===== config.mk =====
export PLATFORM = sky130hd
export DESIGN_NAME = audio_mix_sequencer
export DESIGN_NICKNAME = d
export VERILOG_FILES = /design/src/rtl/audio_mix_sequencer.sv
export SDC_FILE = /design/constraint.sdc
export NUM_CORES = 1
export LEC_CHECK = 0
export CAP_MARGIN = 20
export CORE_MARGIN = 1.5
export CORE_UTILIZATION = 40
export CTS_CLUSTER_DIAMETER = 150
export DETAILED_ROUTE_END_ITERATION = 12
export HOLD_SLACK_MARGIN = 0.05
export SYNTH_ARGS = -nofsm -noshare
export SYNTH_HDL_FRONTEND = slang
export SYNTH_SLANG_ARGS = --single-unit

===== constraint.sdc =====
create_clock -name mclk -period 27.7 [get_ports mclk]
set_clock_uncertainty 0.2 [all_clocks]
set_input_delay 4.155 -clock mclk [delete_from_list [all_inputs] [get_ports mclk]]
set_output_delay 4.155 -clock mclk [all_outputs]
set_load 0.01 [all_outputs]

===== src/rtl/audio_mix_sequencer.sv =====
// audio_mix_sequencer: per-frame 2x2 Q2.14 mixing matrix on one shared multiplier,
// with shadow coefficients swapped in atomically at frame start.
module audio_mix_sequencer #(
  parameter logic [7:0] START_CNT = 8'd2,
  parameter int         FRAC_BITS = 14
) (
  input  logic        mclk,
  input  logic        rst_n,
  input  logic [7:0]  cnt256_n,
  input  logic [15:0] ch1_in,
  input  logic [15:0] ch2_in,
  input  logic        cfg_we,
  input  logic [1:0]  cfg_addr,
  input  logic [15:0] cfg_wdata,
  input  logic        cfg_commit,
  output logic        cfg_pending,
  output logic        busy,
  output logic        out_valid,
  output logic [15:0] ch1_out,
  output logic [15:0] ch2_out
);
  typedef enum logic [2:0] {IDLE, P11, P12, P21, P22, WR2} state_t;
  state_t             state_q;
  logic signed [15:0] x1_q, x2_q, mul_a, mul_b;
  logic signed [15:0] act_q [4];
  logic signed [15:0] shd_q [4];
  logic signed [31:0] prod;
  logic signed [32:0] acc_q, prod_x, acc_sh;
  logic [15:0]        sat_d;
  always_comb begin
    mul_a  = (state_q == P11 || state_q == P21) ? x1_q : x2_q;
    mul_b  = act_q[state_q == P11 ? 2'd0 : state_q == P12 ? 2'd1 : state_q == P21 ? 2'd2 : 2'd3];
    prod   = mul_a * mul_b;
    prod_x = {prod[31], prod};
    acc_sh = acc_q >>> FRAC_BITS;
    sat_d  = acc_sh > 33'sd32767 ? 16'h7fff : acc_sh < -33'sd32768 ? 16'h8000 : acc_sh[15:0];
  end
  always_ff @(posedge mclk or negedge rst_n) begin
    if (!rst_n) begin
      state_q     <= IDLE;
      busy        <= 1'b0;
      out_valid   <= 1'b0;
      cfg_pending <= 1'b0;
      ch1_out     <= '0;
      ch2_out     <= '0;
      acc_q       <= '0;
      x1_q        <= '0;
      x2_q        <= '0;
      act_q       <= '{16'sh4000, 16'sh0, 16'sh0, 16'sh4000};
      shd_q       <= '{16'sh4000, 16'sh0, 16'sh0, 16'sh4000};
    end else begin
      out_valid <= 1'b0;
      if (cfg_we) shd_q[cfg_addr] <= cfg_wdata;
      if (cfg_commit) cfg_pending <= 1'b1;
      case (state_q)
        IDLE: if (cnt256_n == START_CNT) begin
          x1_q    <= ch1_in;
          x2_q    <= ch2_in;
          busy    <= 1'b1;
          state_q <= P11;
          // swap uses pre-edge shadow; a same-edge commit re-arms the next frame
          if (cfg_pending) begin
            act_q       <= shd_q;
            cfg_pending <= cfg_commit;
          end
        end
        P11: begin
          acc_q   <= prod_x;
          state_q <= P12;
        end
        P12: begin
          acc_q   <= acc_q + prod_x;
          state_q <= P21;
        end
        P21: begin
          ch1_out <= sat_d;
          acc_q   <= prod_x;
          state_q <= P22;
        end
        P22: begin
          acc_q   <= acc_q + prod_x;
          state_q <= WR2;
        end
        WR2: begin
          ch2_out   <= sat_d;
          out_valid <= 1'b1;
          busy      <= 1'b0;
          state_q   <= IDLE;
        end
        default: state_q <= IDLE;
      endcase
    end
  end
endmodule


Word-level counts from Yosys, hierarchy flattened --
Index checks and enable logic that the tools add are counted.
Operators by class: $add $sub $neg 1, $mul 1, magnitude comparators 5, equality and inequality tests 7, multiplexer cells 22, bitwise gates (word level) 2, reduce and logical (&&, ||, !) cells 10
Operator list (count):
- two-way mux 16 bit | 6
- one-hot mux 33 bit (2 select lines) | 1
- bitwise mux 64 bit | 1
- adder 33 x 32 -> 33 bit | 1
- binary-select mux 16 bit (select 2 bit) | 1
- demux 16 bit (select 2 bit) | 1
- multiplier 16 x 16 -> 32 bit | 1
- > comparator 19 x 16 -> 1 bit (second input constant) | 1
- less-than comparator 19 x 16 -> 1 bit (second input constant) | 1
- one-hot mux 3 bit (5 select lines) | 1
- equality test 8 x 2 -> 1 bit (second input constant) | 1
- two-way mux 1 bit | 7
- equality test 3 x 2 -> 1 bit (second input constant) | 2
- equality test 3 bit (second input constant) | 2
- greater-or-equal comparator 3 bit (second input constant) | 2
- NOT 2 -> 3 bit | 2
- two-way mux 2 bit | 2
- AND reduction 2 bit | 2
- nonzero test 2 bit | 2
- OR reduction 2 bit | 2
- equality test 3 x 1 -> 1 bit (second input constant) | 1
- zero test 3 bit | 1
- less-than comparator 3 x 1 -> 1 bit (second input constant) | 1
- two-way mux 3 bit | 1
- 5 further kinds | 5
Storage, ports and cells: register bits 231, input bits 62, output and inout port bits 35, logic and storage cells 65

Depth between registers and ports, before layout --
depth after elaboration 11, gate-level depth with buffers 41, gate-level depth less buffers 38

Worst setup path before layout --
OpenSTA, ideal clock, no wires.
path kind register -> register, start point register state_q[0], end point register acc_q[32], library setup time 127 ps, data arrival time 9468 ps, data required time 27373 ps, setup slack 17905 ps, stages on the path, launching flop included 37, path buffers 4, clock period less this slack 9795 ps, cells stage by stage dfrtp_1 -> buf_2 -> xnor2_1 -> nor2_1 -> clkbuf_1 -> mux2_2 -> o21a_1 -> clkbuf_1 -> nand2_1 -> inv_1 -> fa_1 -> inv_1 -> fa_1 -> inv_1 -> fa_1 -> fa_1 -> fa_1 -> fa_1 -> ha_1 -> clkbuf_1 -> a211oi_1 -> or4b_1 -> a21oi_1 -> nand2_1 -> a21o_1 -> a21o_1 -> a21oi_1 -> xnor2_1 -> ha_1 -> and4_1 -> a221oi_1 -> o31ai_4 -> a211oi_4 -> and3b_1 -> o2111ai_1 -> o221ai_1 -> a21oi_2
Between the ends: word-level cells in the longest chain between the ends 11, elaborated cells between the ends (all ways) 19, those cells by class add/sub (1); mul (1); eq/ne (4); mux (8); bitwise (1); reduce/logical (4)
Ends and longest elaborated chain:
- start: declaration | RTL line 23 | state_t state_q;
- start signal: assignment | RTL line 40 | state_q <= IDLE;
- start signal: assignment | RTL line 60 | state_q <= P11;
- start signal: assignment | RTL line 69 | state_q <= P12;
- equality test 3 x 2 -> 1 bit | RTL line 31, 32, 55
- two-way mux 1 bit | RTL line 32 | mul_b = act_q[state_q == P11 ? 2'd0 : state_q == P12 ? 2'd1 : state_q == P21 ? 2'd2 : 2'd3];
- two-way mux 2 bit (2 in series) | RTL line 32
- NOT 2 -> 3 bit | RTL line 32
- binary-select mux 16 bit (select 2 bit) | RTL line 32
- two-way mux 16 bit (2 in series) | RTL line 32
- multiplier 16 x 16 -> 32 bit | RTL line 33 | prod = mul_a * mul_b;
- adder 33 x 32 -> 33 bit | RTL line 72, 81
- one-hot mux 33 bit (2 select lines) | RTL line 55 | case (state_q)
- end signal: assignment | RTL line 72 | acc_q <= acc_q + prod_x;
- end signal: assignment | RTL line 77 | acc_q <= prod_x;
- end signal: assignment | RTL line 81 | acc_q <= acc_q + prod_x;
- end: declaration | RTL line 28 | logic signed [32:0] acc_q, prod_x, acc_sh;
Parallel ways exist; a longest one is shown, timed or not. The select of a mux whose other input is x is not followed. A chain may end at the register's enable or synchronous reset.

Worst setup path in the final report --
Ends and elaborated chain as after synthesis.

==> reports/summary.txt <==
H-tree lvl count - 1
Async set-or-reset flop fraction in the synthesized netlist - 100%
R2r setup slk - 16.90 ns
DR vias - 14800
Postcts setup bufs - 0
Mapped cell area - 20800 um2
Internal - 1.12 mW
Core Region - 51400 um2
Worst hold path depth - 2
Unrepaired setup endpoints after global routing - no
Total CTS buffers - 28
Clock share of power - 17.4%
Max_cap viols - 0
Max VDD drop - 0.0574 mV
Slew Viols, Final - 0
Critical Path Fanout Max - 32
Clock slew at reported path FFs - 0.06 ns
Total GRT Usage - 19.6%
Fillcell total - 4936
I/O Pins - 97
Port Buffers - 96
Iter 0 DRT Violations - 992
CTS tree - built
Psw - 0.906 mW
Worst-Skew Late Latency - 0.60 ns
Layout cells sized above 1 - 12.6%
Die footprint - 53400 um2
Hold Crit Class - flop to flop
Hold EP - ch1_out[10]$_DFFE_PN0N_
Period utilization - 39.0%
Hpwl dp - 39.5 mm
Pwr per Cell Area - 86.1 nW/um2
Nets - 2559
Synth Instances - 2029
Antenna diodes - 0
Syn avg cell area - 10.3 um2
Sequential-to-total area share from yosys stat - 27.8%
Reg-to-Reg End - acc_q[32]$_DFFE_PN0P_
Most frequent cells in the layout - inv_1 (306), fa_1 (263), nand2_1 (239)
Final core utilization - 45.7%
Final min period - 10.80 ns
Logic pwr share - 59.2%
Die X - 231 um
Crit path kind - flop to flop
Antenna violations before repair - 0
GP Congestion - 0.901
Unique masters post-synth - 65
DR WL/cell - 18.2 um
Hold path startpoint - ch1_out[10]$_DFFE_PN0N_
Number of remaining DRC errors - 0
Dpl cells - 2765
Root buffer cell - clkbuf_16
Commonest register cell after synthesis - dfrtp_1
WP data arrival - 11.13 ns
Post-synth EDFFs - 0
Die Ht - 231 um
Worst EP required - 28.03 ns
Number of global-route vias before repair - 15500
Most frequent cell on the critical path - fa_1
CP Launch Type - flop
Hold_buf cts - 0
CP max-delay cell - mux4_2
Via count normalized by instance count - 5.24
Slew margin rel. - 29.5%
Clock Sinks - 231
Clock Path Buffers - 3
Commonest non-fill, non-tap cell in the layout - inv_1
Largest net degree at the start of global routing - 117
Slew @ Worst Pin - 1.03 ns
Final ANT Viol Nets - 0
GRT Residual Overflow - 0
R2R depth - 31
Synth Register Bits - 231
First-pass GRT wire length - 82.3 mm
Post-CTS resize count - 0
Sequential power share - 23.3%
Fin cells - 2818
Reg2reg start - state_q[0]$_DFFE_PN0P_
Max Freq - 0.0926 GHz
Row count - 83
Drt pass-1 iters - 7
Drt total wl - 51.2 mm
Initial core utilization - 40.5%
Post-synth net total - 2472
Critical path origin - state_q[0]$_DFFE_PN0P_
YS warnings - 0
Leak pwr - 11.6 nW
Status - completed
Final Hold Viols - 0
Crit end category - flop
Switching share of power - 44.8%
Crit-path max cell delay - 0.78 ns
Final Setup Violations - 0
Post-route setup TNS - 0 ns
Area grow syn2layout - 12.9%
## logic make-up (layout without fill, tap and decap cells)
group | after synthesis | in the layout | share of synthesized area, %
xor+xnor | 61 | 61 | 2.57
flops | 231 | 231 | 27.8
buf+inv | 372 | 481 | 6.72
simple gates | 492 | 492 | 10.3
mux | 204 | 204 | 11.3
compound gates | 288 | 288 | 8.95
fa+ha+maj | 381 | 381 | 32.4
## synthesized netlist by cell type, drive strengths merged, types with 16 or more instances
| cell | number | area (um2) |
|---|---|---|
| ha | 118 | 1480 |
| nand2b | 20 | 125 |
| nand2 | 239 | 897 |
| clkbuf | 61 | 229 |
| xnor2 | 47 | 412 |
| mux2i | 26 | 260 |
| and2 | 26 | 163 |
| o21ai | 97 | 485 |
| a21o | 31 | 233 |
| inv | 306 | 1150 |
| mux2 | 171 | 1930 |
| o22ai | 16 | 100 |
| fa | 263 | 5270 |
| a21oi | 63 | 319 |
| dfrtp | 227 | 5680 |
| nor2 | 135 | 507 |
## worst max-delay path, delay by kind of cell, from the launching register on
family / cells / cell delay (ns)
DFF: 1 / 0.50
muxes: 1 / 0.78
AOI/OAI and AO/OA: 11 / 2.58
adders and majority gates: 8 / 3.72
xor gates and xnor gates: 1 / 0.16
buffers and inverters: 4 / 1.37
and+or+nand+nor: 6 / 1.37
## metal layers
metal,routed length (um),GRT usage (%),up-vias
met1,22200,26.2,7525
met4,1300,5.39,0
li1,-,-,6777
met3,2690,2.78,86
met2,25000,33.2,384
met5,0,0,-
## worst max path at each step
stage	end	slack, ns	cells after the start
after floorplan	acc_q[32]$_DFFE_PN0P_	17.90	36
after global placement	acc_q[32]$_DFFE_PN0P_	17.31	31
after detailed placement	acc_q[32]$_DFFE_PN0P_	16.99	31
after CTS	acc_q[32]$_DFFE_PN0P_	16.95	31
after global routing	acc_q[32]$_DFFE_PN0P_	16.35	31
final	acc_q[32]$_DFFE_PN0P_	16.90	31
## layout make-up
| cell class | instances | area, um2 | area share (%) |
|---|---|---|---|
| tap | 680 | 851 | 3.62 |
| clock inverter | 12 | 131 | 0.559 |
| multi-input combinational | 1426 | 13600 | 58.1 |
| sequential | 231 | 5790 | 24.6 |
| timing repair buffer | 123 | 1180 | 5.01 |
| clock buffer | 40 | 756 | 3.22 |
| inverter | 306 | 1150 | 4.89 |
## power by group through the flow
stage	Sequential [mW]	Clock [mW]	Combinational, mW
5_1_grt	0.482	0.376	1.33
4_1_cts	0.473	0.363	1.20
3_5_place_dp	0.478	0	1.19
6_report	0.472	0.352	1.20
2_1_floorplan	0.469	0	0.862
3_3_place_gp	0.475	0	1.17
## sequential cells by signal, summed over array words and instances, names as in the netlist
name,cells
act_q,64
shd_q,64
acc_q,33
ch1_out,16
ch2_out,16
x1_q,16
x2_q,16
state_q,3
busy,1
cfg_pending,1
out_valid,1
## through the flow
| stage | setup WS, ns | hold slack, ns | total power [mW] | instance area [um2] |
|---|---|---|---|---|
| global placement | 17.31 | 0.261 | 1.65 | 22600 |
| finish | 16.90 | 0.282 | 2.02 | 23500 |
| global route | 16.35 | 0.307 | 2.19 | 23500 |
| CTS | 16.95 | 0.283 | 2.03 | 23500 |
| detailed placement | 16.99 | 0.269 | 1.67 | 22600 |
| floorplan | 17.90 | 0.274 | 1.33 | 20800 |
No activity file was read; power rests on OpenSTA's default activity.
